### src/rtl/mem_arb_pkg.sv
// Shared types and default widths for the IF/D memory port arbiter.
package mem_arb_pkg;

   typedef enum logic {
      OWN_IF = 1'b0,
      OWN_D  = 1'b1
   } owner_e;

   typedef enum logic [1:0] {
      ARB_IDLE = 2'd0,
      ARB_REQ  = 2'd1,
      ARB_WAIT = 2'd2
   } arb_state_e;

   localparam int ADDR_W_DEF      = 32;
   localparam int DATA_W_DEF      = 32;
   localparam int TIMEOUT_CYC_DEF = 16;

endpackage

### src/rtl/arb_prio_sel.sv
// Two-way requester selector. ARB_ROUND_ROBIN_EN selects alternating tie-break;
// otherwise D wins every tie.
module arb_prio_sel
   import mem_arb_pkg::*;
(
   input  logic   if_req,
   input  logic   d_req,
   input  owner_e last_owner,
   output owner_e winner
);

`ifdef ARB_ROUND_ROBIN_EN
   always_comb begin
      winner = OWN_IF;
      if (if_req && d_req)
         winner = (last_owner == OWN_D) ? OWN_IF : OWN_D;
      else if (d_req)
         winner = OWN_D;
   end
`else
   // Only consulted when at least one request is up, so D alone decides.
   logic unused_sel;
   assign unused_sel = if_req ^ last_owner;

   always_comb begin
      winner = OWN_IF;
      if (d_req)
         winner = OWN_D;
   end
`endif

endmodule

### src/rtl/mem_port_arbiter.sv
// Shares one memory port between fetch and data requesters, one outstanding
// transaction, with response timeout. Tie-break mode set by ARB_ROUND_ROBIN_EN.
//
// state    | meaning
// ARB_IDLE | no transaction; arbitrate when a request is present
// ARB_REQ  | presenting owner's request to memory until mem_gnt
// ARB_WAIT | waiting for mem_rvalid or timeout
module mem_port_arbiter
   import mem_arb_pkg::*;
#(
   parameter int ADDR_W      = ADDR_W_DEF,
   parameter int DATA_W      = DATA_W_DEF,
   parameter int TIMEOUT_CYC = TIMEOUT_CYC_DEF
) (
   input  logic                clk,
   input  logic                reset,
   input  logic                if_req,
   input  logic [ADDR_W-1:0]   if_addr,
   output logic                if_gnt,
   output logic                if_rvalid,
   output logic [DATA_W-1:0]   if_rdata,
   input  logic                d_req,
   input  logic                d_we,
   input  logic [ADDR_W-1:0]   d_addr,
   input  logic [DATA_W-1:0]   d_wdata,
   input  logic [DATA_W/8-1:0] d_be,
   output logic                d_gnt,
   output logic                d_rvalid,
   output logic [DATA_W-1:0]   d_rdata,
   output logic                rsp_err,
   output logic                mem_req,
   output logic                mem_we,
   output logic [ADDR_W-1:0]   mem_addr,
   output logic [DATA_W-1:0]   mem_wdata,
   output logic [DATA_W/8-1:0] mem_be,
   input  logic                mem_gnt,
   input  logic                mem_rvalid,
   input  logic [DATA_W-1:0]   mem_rdata,
   output logic                busy
);

   localparam int BE_W  = DATA_W / 8;
   localparam int CNT_W = $clog2(TIMEOUT_CYC + 2);

   arb_state_e       state;
   owner_e           owner;
   owner_e           winner;
   owner_e           last_owner;
   logic [CNT_W-1:0] cnt;
   logic             timed_out;

   arb_prio_sel u_sel (
      .if_req     (if_req),
      .d_req      (d_req),
      .last_owner (last_owner),
      .winner     (winner)
   );

   assign timed_out = (TIMEOUT_CYC != 0) && (cnt == CNT_W'(TIMEOUT_CYC - 1));

   always_ff @(posedge clk or negedge reset) begin
      if (!reset) begin
         state <= ARB_IDLE;
         owner <= OWN_IF;
         cnt   <= '0;
      end else begin
         case (state)
            ARB_IDLE: begin
               if (if_req || d_req) begin
                  owner <= winner;
                  state <= ARB_REQ;
               end
            end
            ARB_REQ: begin
               if (mem_gnt) begin
                  cnt   <= '0;
                  state <= ARB_WAIT;
               end
            end
            ARB_WAIT: begin
               cnt <= cnt + CNT_W'(1);
               if (mem_rvalid || timed_out)
                  state <= ARB_IDLE;
            end
            default: state <= ARB_IDLE;
         endcase
      end
   end

`ifdef ARB_ROUND_ROBIN_EN
   always_ff @(posedge clk or negedge reset) begin
      if (!reset)
         last_owner <= OWN_IF;
      else if (state == ARB_REQ && mem_gnt)
         last_owner <= owner;
   end
`else
   assign last_owner = OWN_IF;
`endif

   // Everything below is combinational so grants and responses appear in the
   // same cycle as mem_gnt / mem_rvalid.
   always_comb begin
      logic             in_req;
      logic             in_wait;
      logic             own_d;
      logic             rsp_fire;
      logic [DATA_W-1:0] rsp_data;

      in_req   = (state == ARB_REQ);
      in_wait  = (state == ARB_WAIT);
      own_d    = (owner == OWN_D);
      rsp_fire = in_wait && (mem_rvalid || timed_out);
      rsp_data = (in_wait && mem_rvalid) ? mem_rdata : '0;

      if_gnt    = in_req && mem_gnt && !own_d;
      d_gnt     = in_req && mem_gnt && own_d;
      if_rvalid = rsp_fire && !own_d;
      d_rvalid  = rsp_fire && own_d;
      if_rdata  = own_d ? '0 : rsp_data;
      d_rdata   = own_d ? rsp_data : '0;
      rsp_err   = in_wait && !mem_rvalid && timed_out;

      mem_req   = in_req;
      mem_we    = 1'b0;
      mem_addr  = '0;
      mem_wdata = '0;
      mem_be    = '0;
      if (in_req) begin
         if (own_d) begin
            mem_we    = d_we;
            mem_addr  = d_addr;
            mem_wdata = d_wdata;
            mem_be    = d_be;
         end else begin
            mem_addr  = if_addr;
            mem_be    = {BE_W{1'b1}};
         end
      end

      busy = (state != ARB_IDLE);
   end

endmodule

### config.mk
export PLATFORM = sky130hd
export DESIGN_NAME = mem_port_arbiter
export DESIGN_NICKNAME = d
export VERILOG_FILES = /design/src/rtl/mem_arb_pkg.sv /design/src/rtl/arb_prio_sel.sv /design/src/rtl/mem_port_arbiter.sv
export SDC_FILE = /design/constraint.sdc
export NUM_CORES = 1
export LEC_CHECK = 0
export ABC_AREA = 1
export BUFFER_PORTS_ARGS = -buffer_cell sky130_fd_sc_hd__buf_2
export CAP_MARGIN = 20
export CORE_AREA = 10 10 99 101
export CTS_CLUSTER_DIAMETER = 60
export CTS_CLUSTER_SIZE = 8
export DETAILED_ROUTE_END_ITERATION = 10
export DIE_AREA = 0 0 109 111
export PLACE_DENSITY = 0.79
export SETUP_SLACK_MARGIN = 0.02
export SYNTH_ARGS = -nofsm -noshare
export SYNTH_HDL_FRONTEND = slang
export SYNTH_HIERARCHICAL = 1
export SYNTH_SLANG_ARGS = --single-unit
### constraint.sdc
create_clock -name clk -period 3.4 [get_ports clk]
set_input_delay 0.68 -clock clk [delete_from_list [all_inputs] [get_ports clk]]
set_output_delay 0.68 -clock clk [all_outputs]
set_load 0.02 [all_outputs]
Yosys cells after proc, flatten, opt, wreduce, memory -nomap -nowiden
Index checks and enable logic that the tools add are counted.
W data, S select, Z words.
{"block": "totals", "regBits": 8, "input_bits": 139, "out_inout_bits": 140, "wordCells": 47}
{"block": "op_classes", "n_addsub": 1, "eq_ne": 6, "mux": 18, "n_reduce_logical": 19}
{"operator": "$mux W32", "n": 7}
{"operator": "$pmux W5 S2", "n": 1}
{"operator": "$logic_and A1 B1 Y1", "n": 9}
{"operator": "$mux W4", "n": 2}
{"operator": "$mux W2", "n": 3}
{"operator": "$pmux W2 S3", "n": 1}
{"operator": "$add A5 B1 Y5 const B", "n": 1}
{"operator": "$eq A5 B4 Y1 const B", "n": 1}
{"operator": "$mux W5", "n": 1}
{"operator": "$ne A2 B2 Y1 const B", "n": 2}
{"operator": "$reduce_and A2 Y1", "n": 2}
{"operator": "$reduce_bool A2 Y1", "n": 2}
{"operator": "$mux W1", "n": 3}
{"operator": "$reduce_and A3 Y1", "n": 1}
{"operator": "$eq A2 B1 Y1 const B", "n": 1}
{"operator": "$eq A2 B2 Y1 const B", "n": 1}
{"operator": "$logic_not A1 Y1", "n": 2}
{"operator": "$logic_not A2 Y1", "n": 1}
{"operator": "$logic_or A1 B1 Y1", "n": 2}
{"operator": "$ne A2 B1 Y1 const B", "n": 1}

Longest topological paths before layout
Gate-level depths: netlist of run 1.
{"block": "logic_depth", "depth_word": 4, "mapped_depth": 7, "ltp_nobuf": 7}

Cells and area by module
Netlist of run 1, hierarchy kept.
{"module": "mem_port_arbiter", "instances": 1, "cells_per_inst": 355, "area_per_inst_um2": 1833.0, "seq_area_each_um2": 200.2}
{"module": "arb_prio_sel", "instances": 1, "cells_per_inst": 1, "area_per_inst_um2": 7.5, "seq_area_each_um2": 0.0}

Least setup slack after synthesis of run 1
OpenSTA, ideal clock, no wires.
{"block": "synth_timing", "path_kind": "register to output", "start": "reg state[1]", "end": "out mem_addr[27]", "arrival_time_ns": 1.419, "t_required_ns": 2.720, "path_slack_ns": 1.301, "path_stages_with_launch": 5, "path_buffers": 1, "cell_sequence": "dfrtp_1 nor2_1 inv_2 buf_2 a21oi_1"}
{"block": "synth_between", "elab_chain_cells": 2}
{"element": "start: declaration", "line": "mem_port_arbiter.sv:45", "rtl": "arb_state_e state;"}
{"element": "start signal: assignment", "line": "mem_port_arbiter.sv:63", "rtl": "state <= ARB_IDLE;"}
{"element": "start signal: assignment", "line": "mem_port_arbiter.sv:71", "rtl": "state <= ARB_REQ;"}
{"element": "start signal: assignment", "line": "mem_port_arbiter.sv:77", "rtl": "state <= ARB_WAIT;"}
{"element": "$eq A2 B1 Y1", "line": "mem_port_arbiter.sv:110", "rtl": "in_req = (state == ARB_REQ);"}
{"element": "net mem_req", "line": "mem_port_arbiter.sv:31", "rtl": "output logic mem_req,"}
{"element": "$mux W32", "line": "mem_port_arbiter.sv:129", "rtl": "if (in_req) begin"}
{"element": "end: declaration", "line": "mem_port_arbiter.sv:33", "rtl": "output logic [ADDR_W-1:0] mem_addr,"}
The timed path passes the listed nets, and every way through them passes these cells.

Final worst setup path of run 1
{"block": "layout_timing", "start": "reg owner", "end": "out mem_addr[7]"}
{"block": "layout_between", "elab_chain_cells": 2}
{"element": "start: declaration", "line": "mem_port_arbiter.sv:46", "rtl": "owner_e owner;"}
{"element": "start signal: assignment", "line": "mem_port_arbiter.sv:70", "rtl": "owner <= winner;"}
{"element": "$mux W32", "line": "mem_port_arbiter.sv:130", "rtl": "if (own_d) begin"}
{"element": "$mux W32", "line": "mem_port_arbiter.sv:129"}
No other way between the ends.

==> qor.txt, run 1 <==
status = completed
Post-DP HPWL = 8391 um
Slew Viols, Final = 0
Worst Reg-to-Reg Cells = 6
max frequency = 396.0 MHz
Syn. warnings = 6
leading cell type in the layout, fill and taps excluded = buf_2
DRT Pass-1 Iters = 4
number of DRC markers in iteration 0 = 193
Final #Nets = 752
Die H = 111 um
drc violations = 0
critical path type = flop to output pin
initial cell density of the core = 0.2305
Setup TNS = 0 ns
power per cell area = 642.8 nW/um2
Antenna Nets Post-Route = 0
Crit path required time = 2.72 ns
antenna violations before repair = 0
Max transition margin = 0.5261
vias in the first global route = 3189
fraction of layout instances using a drive strength above 1 = 0.5164
Num CTS Buffers = 3
cells after synthesis = 355
maxcap violations = 0
clock skew = 0.0009706 ns
CP startpoint kind = flop
r2r startpoint = cnt[0]$_DFFE_PN0P_
commonest non-fill, non-tap cells in the layout = buf_2 (278), nand2_1 (109), nor2_1 (49)
Total GRT Usage = 0.1511
Rows = 33
crit path capture type = output pin
largest net degree at the start of global routing = 71
syn_nets = 496
H-tree depth = 1
Crit Reg-Reg Endpoint = state[1]$_DFFE_PN0P_
die width = 109 um
clock sinks = 8
fin util = 0.4090
maximum VDD drop = 0.5664 mV
crit path time final = 2.525 ns
CTS max path bufs = 2
Data arrival, critical path = 1.84 ns
syn avg cell area = 5.174 um2
Final Hold Vio Count = 0
antenna cells = 0
placer congestion estimate = 0.8433
worst hold path class = input port to asynchronous set/reset pin
die area = 12100 um2
Setup Fix Bufs, Post-CTS = 0
CP max FO = 43
core area = 7969 um2
Routed WL = 10130 um
Clk Latency, worst-skew pair = 0.23 ns
Slew @ Worst Pin = 0.7108 ns
Via density = 4.373
Congestion Overflow GR = 0
crit path launch = owner$_DFFE_PN0P_
hold_buf cts = 0
Final setup viols = 0
CTS root buffer = clkbuf_8
routed wire length per instance = 14.16 um
post_cts resized = 0
first-pass GRT wire length = 15450 um
fill count = 884
total number of vias = 3127
Port Buf Inserts = 278
I/O pin cnt = 279
CTS tree = done
LEAKAGE = 0.002139 uW
Synth Cell Area = 1837 um2
area grow syn2layout = 77.45%
reg2reg setup slack = 1.94 ns
period utilization = 0.7426
Clock Pin Slew Worst Setup and Hold Paths = 0.04 ns
RSZ-0062 raised after global routing = false
CP Capture Point = mem_addr[7]
## metrics by stage
stage	cells	hold WS [ns]	total power (uW)	instance area [um2]	worst slack, ns
floorplan	355	0.3844	1454	1837	1.301
global placement	711	0.4842	1978	3214	1.101
detailed placement	711	0.5035	1995	3214	1.059
CTS	715	0.2913	2128	3259	0.8610
global route	715	0.2930	2300	3259	0.6591
finish	715	0.2901	2095	3259	0.8750
## worst max-delay path, stage by stage, from the launching register on
cell and delay (ns):
dfrtp_4 0.68, buf_4 0.43, nand2_1 0.09, a21oi_1 0.19
buf_2 0.20
## flip-flops by register name, summed over array words and instances, names as in the netlist
name,cells
owner,1
state,2
cnt,5
## where the power goes
part           switching [uW]  internal [uW]
Sequential                101            137
Clock                    40.3           81.5
Combinational            1240            499
## worst min-delay path by stage
stage / slack (ns) / cells past startpoint / endpoint / startpoint
finish: 0.29 / 1 / cnt[4]$_DFFE_PN0P_ / reset
global route: 0.29 / 1 / state[0]$_DFFE_PN0P_ / reset
CTS: 0.29 / 1 / cnt[4]$_DFFE_PN0P_ / reset
detailed placement: 0.50 / 2 / cnt[4]$_DFFE_PN0P_ / cnt[4]$_DFFE_PN0P_
global placement: 0.48 / 2 / cnt[4]$_DFFE_PN0P_ / cnt[4]$_DFFE_PN0P_
floorplan: 0.38 / 0 / cnt[0]$_DFFE_PN0P_ / reset
## area by class of cell
cell class	instances	area, um2	share of cell area
Clock buffer	4	45.04	0.01382
Timing Repair Buffer	283	1429	0.4384
Inverter	40	152.6	0.04683
Multi-Input combinational cell	275	1297	0.3981
Sequential cell	8	203.9	0.06257
Tap cell	105	131.4	0.04031
## layer usage
| metal | track usage | share of wire | wire [um] |
|---|---|---|---|
| met1 | 0.1561 | 0.35 | 3565 |
| met2 | 0.2689 | 0.49 | 4982 |
| met3 | 0.06744 | 0.14 | 1441 |
| met4 | 0.03518 | 0.013 | 135 |
| met5 | 0 | 0 | 0 |
Power figures use the tool's default switching activity.
==> inputs of run 2 (changes only) <==
--- a/config.mk
+++ b/config.mk
@@ -13,7 +13,7 @@
 export CTS_CLUSTER_SIZE = 8
 export DETAILED_ROUTE_END_ITERATION = 10
 export DIE_AREA = 0 0 109 111
-export PLACE_DENSITY = 0.79
+export PLACE_DENSITY = 0.82
 export SETUP_SLACK_MARGIN = 0.02
 export SYNTH_ARGS = -nofsm -noshare
 export SYNTH_HDL_FRONTEND = slang
==> constraint.sdc (replaced) <==
create_clock -name clk -period 2.08 [get_ports clk]
set_input_delay 0.416 -clock clk [delete_from_list [all_inputs] [get_ports clk]]
set_output_delay 0.416 -clock clk [all_outputs]
set_load 0.02 [all_outputs]
==> qor.txt, run 2 (synthesis gave the netlist of run 1 again) <==
commonest non-fill, non-tap cells in the layout = buf_2 (266), nand2_1 (107), nor2_1 (47)
Final setup viols = 0
Slew @ Worst Pin = 0.3574 ns
die width = 109 um
antenna violations before repair = 0
Reg area = 203.9 um2
placer congestion estimate = 0.8373
core area = 7969 um2
Data arrival, critical path = 1.62 ns
area grow syn2layout = 90.94%
Via density = 4.430
Multi-input gate area = 1338 um2
largest registers = cnt: 5 flops, state: 2 flops, owner: 1 flops
max frequency = 491.2 MHz
status = completed
maxcap violations = 0
hold_buf cts = 0
DRT Pass-1 Iters = 4
crit path capture type = output pin
vias in the first global route = 3187
clock sinks = 8
fraction of layout instances using a drive strength above 1 = 0.5392
CP max FO = 2
Most Frequent Cell on Critical Path = ha_2
Crit path required time = 1.66 ns
Rows = 33
CTS root buffer = clkbuf_8
Final #Nets = 767
die area = 12100 um2
largest net degree at the start of global routing = 71
Port Buf Inserts = 278
Routed WL = 10390 um
max FFs per register = 5
Antenna Nets Post-Route = 0
Clk Latency, worst-skew pair = 0.24 ns
first-pass GRT wire length = 14880 um
drc violations = 0
total number of vias = 3234
Congestion Overflow GR = 0
power per cell area = 1078 nW/um2
leading cell type in the layout, fill and taps excluded = buf_2
period utilization = 0.9788
fin area = 3507 um2
CP Cell Sequence = ha_2 > nand2_2 > nor2_2 > ha_2 > or2_4 > nand2_4 > nor2_1 > buf_4
Setup TNS = 0 ns
LEAKAGE = 0.002241 uW
slowest library cell on the worst path = dfrtp_1
H-tree depth = 1
CP startpoint kind = flop
placed cell area = 3329 um2
worst hold path class = input port to asynchronous set/reset pin
crit path time final = 2.036 ns
routed wire length per instance = 14.23 um
number of DRC markers in iteration 0 = 168
Clock Pin Slew Worst Setup and Hold Paths = 0.04 ns
r2r startpoint = cnt[1]$_DFFE_PN0P_
clock skew = 0.0007705 ns
I/O pin cnt = 279
RSZ-0062 raised after global routing = false
maximum VDD drop = 0.7912 mV
Final Hold Vio Count = 0
Die H = 111 um
antenna cells = 0
Post-DP HPWL = 8581 um
Num CTS Buffers = 3
Total GRT Usage = 0.1462
CTS max path bufs = 2
Slew Viols, Final = 0
Reg with most FFs = cnt
crit path launch = cnt[1]$_DFFE_PN0P_
fill count = 842
initial cell density of the core = 0.2305
CTS tree = done
max incr delay on CP = 0.38 ns
Max transition margin = 0.7617
critical path type = flop to output pin
==> run 2: what timing repair did <==
action	4_1_cts	5_1_grt
buffers inserted	3	5
gates resized for setup	5	19
pin swaps	1	2
endpoints found under the setup margin	3	48
gates cloned	0	0
==> run 2: critical path, delay by kind of cell (launching register included) <==
kind          cells  cell delay [ns]
flops             1             0.38
simple gates      5             0.46
fa+ha+maj         2             0.36
buf+inv           1             0.17
==> run 2: cell type report <==
class                           instances  share of cell area
Inverter                               40             0.04424
Sequential cell                         8             0.05815
Timing Repair Buffer                  298              0.4659
Clock buffer                            4             0.01284
Tap cell                              105             0.03746
Multi-Input combinational cell        275              0.3814
==> run 2: final timing paths <==
kind | end | slack (ns) | cells past startpoint
max in group asynchronous | owner$_DFFE_PN0P_ | 1.87 | 1
hold reg to reg | cnt[4]$_DFFE_PN0P_ | 0.54 | 2
setup / recovery | d_rvalid | 0.04 | 8
setup reg to reg | cnt[4]$_DFFE_PN0P_ | 0.68 | 6
min in group clk | state[0]$_DFFE_PN0P_ | 0.41 | 2
hold / removal | cnt[0]$_DFFE_PN0P_ | 0.02 | 1
==> run 2: report_power, final <==
part	leakage [uW]	internal [uW]	total (uW)	switching (uW)
Sequential	0.000104	224	298	73.9
Combinational	0.00211	1070	3270	2200
Clock	0.0000228	134	206	72.7
==> run 2: metrics by stage <==
stage	total power, uW	util	worst slack (ns)	hold WS, ns	cells
finish	3779	0.4401	0.04403	0.01614	730
floorplan	2377	-	0.2455	0.1204	355
detailed placement	3453	0.4178	0.1429	0.2653	718
global placement	3449	0.4178	0.1624	0.2664	718
CTS	3704	0.4286	0.03203	0.01823	725
global route	4113	0.4401	0.001665	0.01726	730
==> run 2: per-layer routing <==
| layer | vias up | part of all wire | GRT usage |
|---|---|---|---|
| met5 | - | 0 | 0 |
| met4 | 0 | 0.011 | 0.02551 |
| met3 | 12 | 0.15 | 0.07500 |
| met2 | 176 | 0.50 | 0.2761 |
| met1 | 1392 | 0.34 | 0.1352 |
| li1 | 1654 | - | - |
==> inputs of run 3 (changes only) <==
--- a/config.mk
+++ b/config.mk
@@ -13,8 +13,11 @@
 export CTS_CLUSTER_SIZE = 8
 export DETAILED_ROUTE_END_ITERATION = 10
 export DIE_AREA = 0 0 109 111
+export MAX_ROUTING_LAYER = met4
 export PLACE_DENSITY = 0.82
+export REMOVE_ABC_BUFFERS = 1
 export SETUP_SLACK_MARGIN = 0.02
+export SLEW_MARGIN = 30
 export SYNTH_ARGS = -nofsm -noshare
 export SYNTH_HDL_FRONTEND = slang
 export SYNTH_HIERARCHICAL = 1
==> qor.txt, run 3 (synthesis gave the netlist of run 1 again) <==
status = completed
maxcap violations = 0
crit path time final = 2.036 ns
vias in the first global route = 3366
total power = 3895 uW
die area = 12100 um2
Rows = 33
Reg with most FFs = cnt
Final #Nets = 779
Via density = 4.497
power per cell area = 1051 nW/um2
routed wire length per instance = 15.15 um
worst hold path class = input port to asynchronous set/reset pin
CP startpoint kind = flop
largest registers = cnt: 5 flops, state: 2 flops, owner: 1 flops
LEAKAGE = 0.002317 uW
max incr delay on CP = 0.39 ns
largest net degree at the start of global routing = 61
placer congestion estimate = 0.9275
H-tree depth = 1
CTS tree = done
maximum VDD drop = 0.7167 mV
period utilization = 0.9788
leading cell type in the layout, fill and taps excluded = buf_2
Num CTS Buffers = 3
Post-DP HPWL = 8867 um
Congestion Overflow GR = 0
fraction of layout instances using a drive strength above 1 = 0.5667
Data arrival, critical path = 1.62 ns
Total GRT Usage = 0.1650
CP max FO = 2
drc violations = 0
total number of vias = 3337
DRT Pass-1 Iters = 4
Antenna Nets Post-Route = 0
clock sinks = 8
CTS max path bufs = 2
crit path capture type = output pin
Slew @ Worst Pin = 0.2921 ns
I/O pin cnt = 279
Port Buf Inserts = 278
area grow syn2layout = 101.8%
initial cell density of the core = 0.2305
die width = 109 um
critical path type = flop to output pin
max frequency = 491.2 MHz
max FFs per register = 5
first-pass GRT wire length = 16380 um
Clock Pin Slew Worst Setup and Hold Paths = 0.04 ns
Final Hold Vio Count = 0
Clk Latency, worst-skew pair = 0.23 ns
commonest non-fill, non-tap cells in the layout = buf_2 (261), nand2_1 (107), nor2_1 (48)
CP Cell Sequence = ha_2 > nand2_2 > nor2_1 > ha_2 > or2_4 > nand2_2 > nor2_1 > buf_4
Crit path required time = 1.66 ns
clock skew = 0.003888 ns
Slew Viols, Final = 0
core area = 7969 um2
slowest library cell on the worst path = dfrtp_1
Final setup viols = 0
antenna violations before repair = 0
Hold Worst Slack = 0.02265 ns
number of DRC markers in iteration 0 = 199
CTS root buffer = clkbuf_8
antenna cells = 0
Routed WL = 11240 um
Die H = 111 um
hold_buf cts = 0
Max transition margin = 0.8032
RSZ-0062 raised after global routing = true
run 3: changes by cell type in the layout (fill, tap and decap cells not counted), moves of 2 or more:
cell    before  now
buf_2      266  261
nor3_1      46   33
nor3_2      18   31
buf_4       27   40
buf_6        0    2
run 3: power by group:
| part | internal (uW) | leakage, uW | total, uW | switching [uW] |
|---|---|---|---|---|
| registers | 224 | 0.000104 | 291 | 66.6 |
| clock network | 133 | 0.0000228 | 195 | 61.9 |
| logic | 1120 | 0.00219 | 3410 | 2290 |
| total | 1480 | 0.00232 | 3890 | 2420 |
run 3: critical path: cells and delay by family, from the launching register on:
kind,cells,cell delay [ns]
buffers and inverters,1,0.16
DFF,1,0.39
adders and majority gates,2,0.38
and+or+nand+nor,5,0.46
run 3: timing repair:
action                     in CTS  in global routing
cloned                          0                  3
setup endpoints to repair      17                 95
gates resized for setup         5                 39
setup buffers                  13                  3
pin swaps                       0                  4
run 3: area by class of cell:
cell class              count  area [um2]
repair buffers            309        1762
fillers                   842        4262
flip-flops and latches      8       203.9
multi-input cells         276        1408
well taps                 105       131.4
clock buffers               4       45.04
inverters                  40       157.7
run 3: final timing paths:
kind | startpoint | to | slack [ns] | cells after the start
setup / recovery | cnt[1]$_DFFE_PN0P_ | if_rvalid | 0.04 | 8
max in group asynchronous | reset | owner$_DFFE_PN0P_ | 1.87 | 1
min in group clk | mem_gnt | state[0]$_DFFE_PN0P_ | 0.39 | 2
hold / removal | reset | cnt[0]$_DFFE_PN0P_ | 0.02 | 1
hold reg to reg | cnt[4]$_DFFE_PN0P_ | cnt[4]$_DFFE_PN0P_ | 0.53 | 2
setup reg to reg | cnt[1]$_DFFE_PN0P_ | cnt[2]$_DFFE_PN0P_ | 0.05 | 14
run 3: per-stage QoR:
| step | instances | setup WS, ns | setup TNS [ns] | instance area [um2] | util |
|---|---|---|---|---|---|
| final | 742 | 0.04419 | 0 | 3707 | 0.4652 |
| after global routing | 742 | -0.04268 | -0.1253 | 3707 | 0.4652 |
| after CTS | 736 | 0.02656 | 0 | 3498 | 0.4390 |
| after detailed placement | 719 | 0.1733 | 0 | 3337 | 0.4187 |
| after global placement | 719 | 0.2094 | 0 | 3337 | 0.4187 |
| after floorplan | 323 | -1.908 | -163.11 | 1650 | - |
run 3: metal layers:
metal / global-route usage / vias up / routed length (um)
met2: 0.2873 / 196 / 5620
li1: - / 1679 / -
met3: 0.03023 / 27 / 1027
met4: 0.04398 / 0 / 270
met1: 0.1866 / 1435 / 4324
met5: - / - / 0
